### src/rtl/fifo_pkg.sv
// Shared definitions for the synchronous FIFO and its read-side controller.
package fifo_pkg;

  localparam int DEF_FIFO_WIDTH = 16;
  localparam int DEF_FIFO_DEPTH = 8;

  typedef enum logic [1:0] {
    IDLE,
    READ,
    DRAIN,
    DONE
  } rd_state_t;

endpackage

### src/rtl/fifo_burst_reader_if.sv
// Valid/ready output stream of the burst reader.
interface fifo_burst_reader_if #(
  parameter int WIDTH = fifo_pkg::DEF_FIFO_WIDTH
) ();

  logic             m_valid;
  logic             m_ready;
  logic [WIDTH-1:0] m_data;

  modport master (output m_valid, output m_data, input m_ready);
  modport slave  (input m_valid, input m_data, output m_ready);

endinterface

### src/rtl/fifo_rd_skid.sv
// Two-entry in-order buffer between the FIFO read data and the output stream.
module fifo_rd_skid #(
  parameter int WIDTH = fifo_pkg::DEF_FIFO_WIDTH
) (
  input  logic             clk,
  input  logic             rst,
  input  logic             capture,
  input  logic [WIDTH-1:0] cap_data,
  input  logic             pop,
  output logic [1:0]       occ,
  output logic [WIDTH-1:0] head
);

  logic [WIDTH-1:0] mem [2];
  logic             wr_ptr;
  logic             rd_ptr;

  always_ff @(posedge clk or posedge rst) begin
    if (rst) begin
      mem[0] <= '0;
      mem[1] <= '0;
      wr_ptr <= 1'b0;
      rd_ptr <= 1'b0;
      occ    <= 2'd0;
    end else begin
      if (capture) begin
        mem[wr_ptr] <= cap_data;
        wr_ptr      <= ~wr_ptr;
      end
      if (pop) rd_ptr <= ~rd_ptr;
      case ({capture, pop})
        2'b10:   occ <= occ + 2'd1;
        2'b01:   occ <= occ - 2'd1;
        default: occ <= occ;
      endcase
    end
  end

  assign head = mem[rd_ptr];

endmodule

### src/rtl/fifo_burst_reader.sv
// Read-side FIFO controller: drains a programmed word count onto a valid/ready
// stream through a 2-entry buffer so backpressure never causes over-reads.
module fifo_burst_reader
  import fifo_pkg::*;
#(
  parameter  int FIFO_WIDTH = DEF_FIFO_WIDTH,
  parameter  int FIFO_DEPTH = DEF_FIFO_DEPTH,
  parameter  int MAX_BURST  = 256,
  localparam int LEN_W      = $clog2(MAX_BURST + 1)
) (
  input  logic                  clk,
  input  logic                  rst,
  input  logic                  start,
  input  logic [LEN_W-1:0]      burst_len,
  output logic                  busy,
  output logic                  done,
  output logic                  rd_en,
  input  logic [FIFO_WIDTH-1:0] data_out,
  input  logic                  empty,
  input  logic                  underflow,
  fifo_burst_reader_if.master   m_stream,
  output logic                  underflow_err,
  output logic [LEN_W-1:0]      words_out
);

  rd_state_t        state;
  logic [LEN_W-1:0] len_q;
  logic [LEN_W-1:0] remaining;
  logic [LEN_W-1:0] len_sat;
  logic             inflight;
  logic [1:0]       occ;
  logic [FIFO_WIDTH-1:0] head;
  logic             pop;
  logic             last_pop;
  logic [2:0]       eff_occ;

  fifo_rd_skid #(.WIDTH(FIFO_WIDTH)) u_skid (
    .clk      (clk),
    .rst      (rst),
    .capture  (inflight),
    .cap_data (data_out),
    .pop      (pop),
    .occ      (occ),
    .head     (head)
  );

  assign m_stream.m_valid = (occ != 2'd0);
  assign m_stream.m_data  = head;
  assign pop      = m_stream.m_valid && m_stream.m_ready;
  assign last_pop = pop && ((words_out + LEN_W'(1)) == len_q);
  assign len_sat  = (burst_len > LEN_W'(MAX_BURST)) ? LEN_W'(MAX_BURST) : burst_len;

  // Occupancy is credited with this cycle's pop so a draining consumer keeps
  // rd_en asserted every cycle instead of every other cycle.
  assign eff_occ = {1'b0, occ} + {2'b00, inflight} - {2'b00, pop};

  always_comb begin
    rd_en = (state == READ) && !empty && (remaining != '0) && (eff_occ < 3'd2);
  end

  always_ff @(posedge clk or posedge rst) begin
    if (rst) begin
      state         <= IDLE;
      len_q         <= '0;
      remaining     <= '0;
      inflight      <= 1'b0;
      words_out     <= '0;
      busy          <= 1'b0;
      done          <= 1'b0;
      underflow_err <= 1'b0;
    end else begin
      inflight <= rd_en;
      done     <= 1'b0;
      if (pop) words_out <= words_out + LEN_W'(1);
      if (busy && underflow) underflow_err <= 1'b1;
      case (state)
        IDLE: begin
          if (start) begin
            len_q         <= len_sat;
            remaining     <= len_sat;
            words_out     <= '0;
            underflow_err <= 1'b0;
            busy          <= 1'b1;
            if (len_sat == '0) begin
              state <= DONE;
              done  <= 1'b1;
            end else begin
              state <= READ;
            end
          end
        end
        READ: begin
          if (rd_en) begin
            remaining <= remaining - LEN_W'(1);
            if (remaining == LEN_W'(1)) state <= DRAIN;
          end
        end
        DRAIN: begin
          if (last_pop) begin
            state <= DONE;
            done  <= 1'b1;
          end
        end
        DONE: begin
          state <= IDLE;
          busy  <= 1'b0;
        end
        default: state <= IDLE;
      endcase
    end
  end

  a_no_overfill: assert property (@(posedge clk) disable iff (rst)
    !(inflight && (occ == 2'd2) && !pop));
  a_read_ahead: assert property (@(posedge clk) disable iff (rst)
    (int'(occ) + int'(inflight)) <= FIFO_DEPTH);

endmodule

### src/flat_wrapper.sv
// flat-port wrapper written by rule: the top's interface ports become plain ports
module fifo_burst_reader_flat import fifo_pkg::*;
#(
  parameter  int FIFO_WIDTH = DEF_FIFO_WIDTH,
  parameter  int FIFO_DEPTH = DEF_FIFO_DEPTH,
  parameter  int MAX_BURST  = 256,
  localparam int LEN_W      = $clog2(MAX_BURST + 1)
)
  (clk, rst, start, burst_len, busy, done, rd_en, data_out, empty, underflow, underflow_err, words_out, m_stream_m_valid, m_stream_m_data, m_stream_m_ready);
  fifo_burst_reader_if #(.WIDTH((16))) m_stream_i ();
  input  logic clk;
  input  logic rst;
  input  logic start;
  input  logic [LEN_W-1:0] burst_len;
  output logic busy;
  output logic done;
  output logic rd_en;
  input  logic [FIFO_WIDTH-1:0] data_out;
  input  logic empty;
  input  logic underflow;
  output logic underflow_err;
  output logic [LEN_W-1:0] words_out;
  output wire logic [$bits(m_stream_i.m_valid)-1:0] m_stream_m_valid;
  output wire logic [$bits(m_stream_i.m_data)-1:0] m_stream_m_data;
  input wire logic [$bits(m_stream_i.m_ready)-1:0] m_stream_m_ready;
  assign m_stream_m_valid = m_stream_i.m_valid;
  assign m_stream_m_data = m_stream_i.m_data;
  assign m_stream_i.m_ready = m_stream_m_ready;
  fifo_burst_reader #(.FIFO_WIDTH(FIFO_WIDTH), .FIFO_DEPTH(FIFO_DEPTH), .MAX_BURST(MAX_BURST)) u_core (.clk(clk), .rst(rst), .start(start), .burst_len(burst_len), .busy(busy), .done(done), .rd_en(rd_en), .data_out(data_out), .empty(empty), .underflow(underflow), .m_stream(m_stream_i), .underflow_err(underflow_err), .words_out(words_out));
endmodule
### config.mk
export PLATFORM = sky130hd
export DESIGN_NAME = fifo_burst_reader_flat
export DESIGN_NICKNAME = d
export VERILOG_FILES = /design/src/rtl/fifo_pkg.sv /design/src/rtl/fifo_burst_reader_if.sv /design/src/rtl/fifo_rd_skid.sv /design/src/rtl/fifo_burst_reader.sv /design/src/flat_wrapper.sv
export SDC_FILE = /design/constraint.sdc
export NUM_CORES = 1
export LEC_CHECK = 0
export ABC_AREA = 1
export CAP_MARGIN = 25
export CORE_UTILIZATION = 53
export DETAILED_ROUTE_END_ITERATION = 7
export PLACE_DENSITY = 0.76
export SYNTH_ARGS = -nofsm -noshare
export SYNTH_HDL_FRONTEND = slang
export SYNTH_SLANG_ARGS = --single-unit
### constraint.sdc
create_clock -name clk -period 3.8 [get_ports clk]
set_clock_uncertainty 0.2 [all_clocks]
set_input_delay 0.76 -clock clk [delete_from_list [all_inputs] [get_ports clk]]
set_output_delay 0.76 -clock clk [all_outputs]
set_load 0.005 [all_outputs]
==> metrics.csv <==
stage,metric,value,unit
drt,dr.first_iter.drc_count,213,
pwr,p_per_area,839.1,nW/um^2
yosys,syn-num-nets,529,
drt,avgViaCountPerCell,5.147,
die,io-pin-count,61,
drt,vias,3258,
clocking,cts_tree,yes,
pwr,p_sw,1.532,mW
flow_run,cap_violations,0,
timing,min_period,3583,ps
worst_setup_path,startpoint,m_stream_m_ready,
placed_design,place_area,4379,sq um
yosys,synth-seq-area-share,46.81,%
drt,dr.pass1.iters,4,
clocking,clockRootBuffer,clkbuf_8,
worst_hold_path,worstHoldPathType,flop to flop,
timing,hold_violations,0,
timing,rsz0062_at_grt,false,
yosys,ys.flop_type,dfrtp_1,
clocking,h-tree-depth,3,
grt,grtUsageTotal,24.04,%
grt,grt_pass1_wl,13.70,mm
yosys,synth_top_family_by_area,simple AND/OR/NAND/NOR gates,
pwr,pwr-share-clk,16.2,%
die,fp.dieW,85.43,um
pwr,vdd_drop_max,0.3796,mV
timing,timing.hold.ws,288.9,ps
pwr,leakage,2.330,nW
timing,finalMaxSlewViolations,0,
placed_design,gp_congestion,0.8422,
yosys,syn_area_per_cell,7.574,sq um
pwr,comb_power_share,48.5,%
worst_setup_path,start_kind,input pin,
worst_setup_path,cp.required,2840,ps
yosys,yosys.cell_types.count,32,
final_layout,fillers,545,
pwr,seqPwrFrac,35.4,%
grt,grt-ovfl-total,0,
yosys,synthesis.area,3689,sq um
final_layout,ff_latch_area,1727,sq um
worst_setup_path,critPathMaxStageDelay,490,ps
grt,antenna_found_initial,0,
final_layout,fin_area,4587,sq um
clocking,clk_pin_slew,80,ps
drt,wl,8.081,mm
timing,tightestPinTransition,934.7,ps
worst_setup_path,crit_type,input pin to output port,
placed_design,pre_cts_ws,-276.8,ps
yosys,ys_ff_latch,69,
yosys,synthArstFlopShare,100.0,%
clocking,post_cts_buffers,0,
worst_setup_path,r2r_start,u_core.u_skid.occ[1]$_DFFE_PP0N_,
yosys,synthAdderAreaFrac,3.935,%
clocking,clk_latency,340,ps
clocking,clock-sinks,69,
final_layout,fin_util,67.89,%
grt,grt_pass1_vias,3060,
pwr,swShare,39.81,%
timing,tns,0,ps
final_layout,syn_to_final_growth,24.36,%
timing,fmax,279.1,MHz
yosys,syn_inst,487,
clocking,cts_buffers,9,
pwr,p_int,2.317,mW
worst_hold_path,hold_start,u_core.u_skid.mem[23]$_DFFE_PP0P_,
yosys,yosysWarnings,0,
die,coreArea,6756,sq um
die,rows,30,
outcome,outcome,completed,
drt,drtAntennaViolNets,0,
clocking,cts_buffer_depth,2,
placed_design,io_buffers,60,
drt,drc_errors,0,
die,dieArea,7297,sq um
final_layout,final_cells,633,
yosys,muxShareOfSynthArea,0,%
grt,grt_max_degree,42,
timing,fin_crit_sh,94.30,%
worst_setup_path,crit_path_end_kind,output port,
final_layout,drive_gt1_share,6.691,%
die,initial_core_util,54.59,%
yosys,synth_compound_area_share,12.31,%
worst_setup_path,worstPathMaxFanout,2,
final_layout,nNetsFinal,590,
final_layout,n_antenna_cell,0,
die,die_h,85.43,um
worst_setup_path,cp_slowest_cell,fa_1,
placed_design,place_inst,617,
timing,layout_setup_ws,216.7,ps
timing,finalSetupViolations,0,
yosys,synth_edf_count,0,
yosys,synthSimpleGateAreaFrac,25.64,%
yosys,synth-xor-area-share,2.137,%
worst_setup_path,crit_chain,dlygate4sd2_1 -> o21a_1 -> ha_1 -> inv_1 -> nand2_1 -> fa_1 -> nand3b_1 -> nor2_1 -> nand2_1 -> inv_1 -> dlygate4sd2_1,
worst_setup_path,crit_arrival,2620,ps
timing,slew_headroom,37.54,%
final_layout,multi_input_area,1624,sq um
placed_design,dp_hpwl,5.667,mm
pwr,design_power_total,3.849,mW
drt,avgRoutedWirePerCell,12.77,um
## Yosys cell counts (all sizes together) (4+ instances only)
cell type  instances  area share [%]
inv               68             6.9
xor2               6             1.4
a21oi             12             1.9
ha                10             3.4
o211ai             4            0.81
clkbuf            14             1.5
dfrtp             69              47
nand4              6             1.0
buf                4            0.78
nand2            161              17
nand3             23             3.1
o21ai             58             7.9
nor2              32             3.7
o22ai              5            0.85
## cell type report
class | count | share of cell area [%]
clock buffer | 11 | 3.301
clock inverter | 5 | 1.282
tap | 80 | 2.182
sequential | 69 | 37.64
inverter | 68 | 5.565
timing repair buffer | 68 | 14.62
multi-input combinational | 332 | 35.41
## worst paths after layout
check | to | slack (ps) | cells past startpoint
hold / removal | u_core.u_skid.mem[23]$_DFFE_PP0P_ | 290 | 2
min in group asynchronous | u_core.words_out[2]$_DFF_PP0_ | 630 | 2
hold reg to reg | u_core.u_skid.mem[23]$_DFFE_PP0P_ | 290 | 2
setup / recovery | rd_en | 220 | 11
setup reg to reg | u_core.state[1]$_DFFE_PP0P_ | 910 | 15
max in group asynchronous | u_core.state[1]$_DFFE_PP0P_ | 2130 | 3
## power groups by stage
stage	clock, mW	combinational, mW	sequential [mW]
after floorplan	0	1.20	1.30
after global placement	0	1.81	1.35
after detailed placement	0	1.87	1.37
after CTS	0.635	1.87	1.36
after global routing	0.670	2.12	1.41
final	0.622	1.87	1.36
## placed cells by master, fill, tap and decap left out, types with 2 or more instances in the layout
cell	instances
nand2_1	158
dfrtp_1	69
inv_1	66
clkdlybuf4s50_1	58
o21ai_0	57
nor2_1	28
nand3_1	23
a21oi_1	11
clkbuf_8	11
ha_1	10
buf_4	7
nand4_1	6
xor2_1	6
o22ai_1	5
o211ai_1	4
or2_2	3
nand3b_1	3
xnor2_1	3
nand2_2	3
nor2_2	3
inv_2	2
clkinvlp_4	2
dlygate4sd2_1	2
## worst max-delay path: cells and delay by family
kind | cells | cell delay, ps
simple gates | 4 | 310
fa+ha+maj | 2 | 780
compound gates | 1 | 130
buf+inv | 4 | 630
## metal layers
metal	GRT usage, %	share of wire (%)	vias to the layer above
li1	-	-	1649
met1	32.91	46	1505
met2	37.45	47	90
met3	5.447	5.2	14
met4	9.242	1.6	0
met5	0	0	-
## timing repair
action,CTS,global route
resized for setup,2,0
hold buffers,0,0
endpoints found under the setup margin,1,0
## sequential cells by signal, summed over array words and instances (netlist names)
| register | cells |
|---|---|
| u_core.len_q | 9 |
| u_core.busy | 1 |
| u_core.u_skid.mem | 32 |
| u_core.u_skid.wr_ptr | 1 |
| u_core.inflight | 1 |
| u_core.u_skid.occ | 2 |
| u_core.underflow_err | 1 |
| u_core.state | 2 |
| u_core.words_out | 9 |
| u_core.done | 1 |
| u_core.remaining | 9 |
| u_core.u_skid.rd_ptr | 1 |
## logic make-up after synthesis
| logic type | Yosys count |
|---|---|
| AO/OA/AOI/OAI | 83 |
| adder cells (fa/ha/maj) | 11 |
| flip-flops | 69 |
| XOR/XNOR | 9 |
| buffers and inverters | 86 |
| AND/OR/NAND/NOR | 229 |
Power figures use the tool's default switching activity.
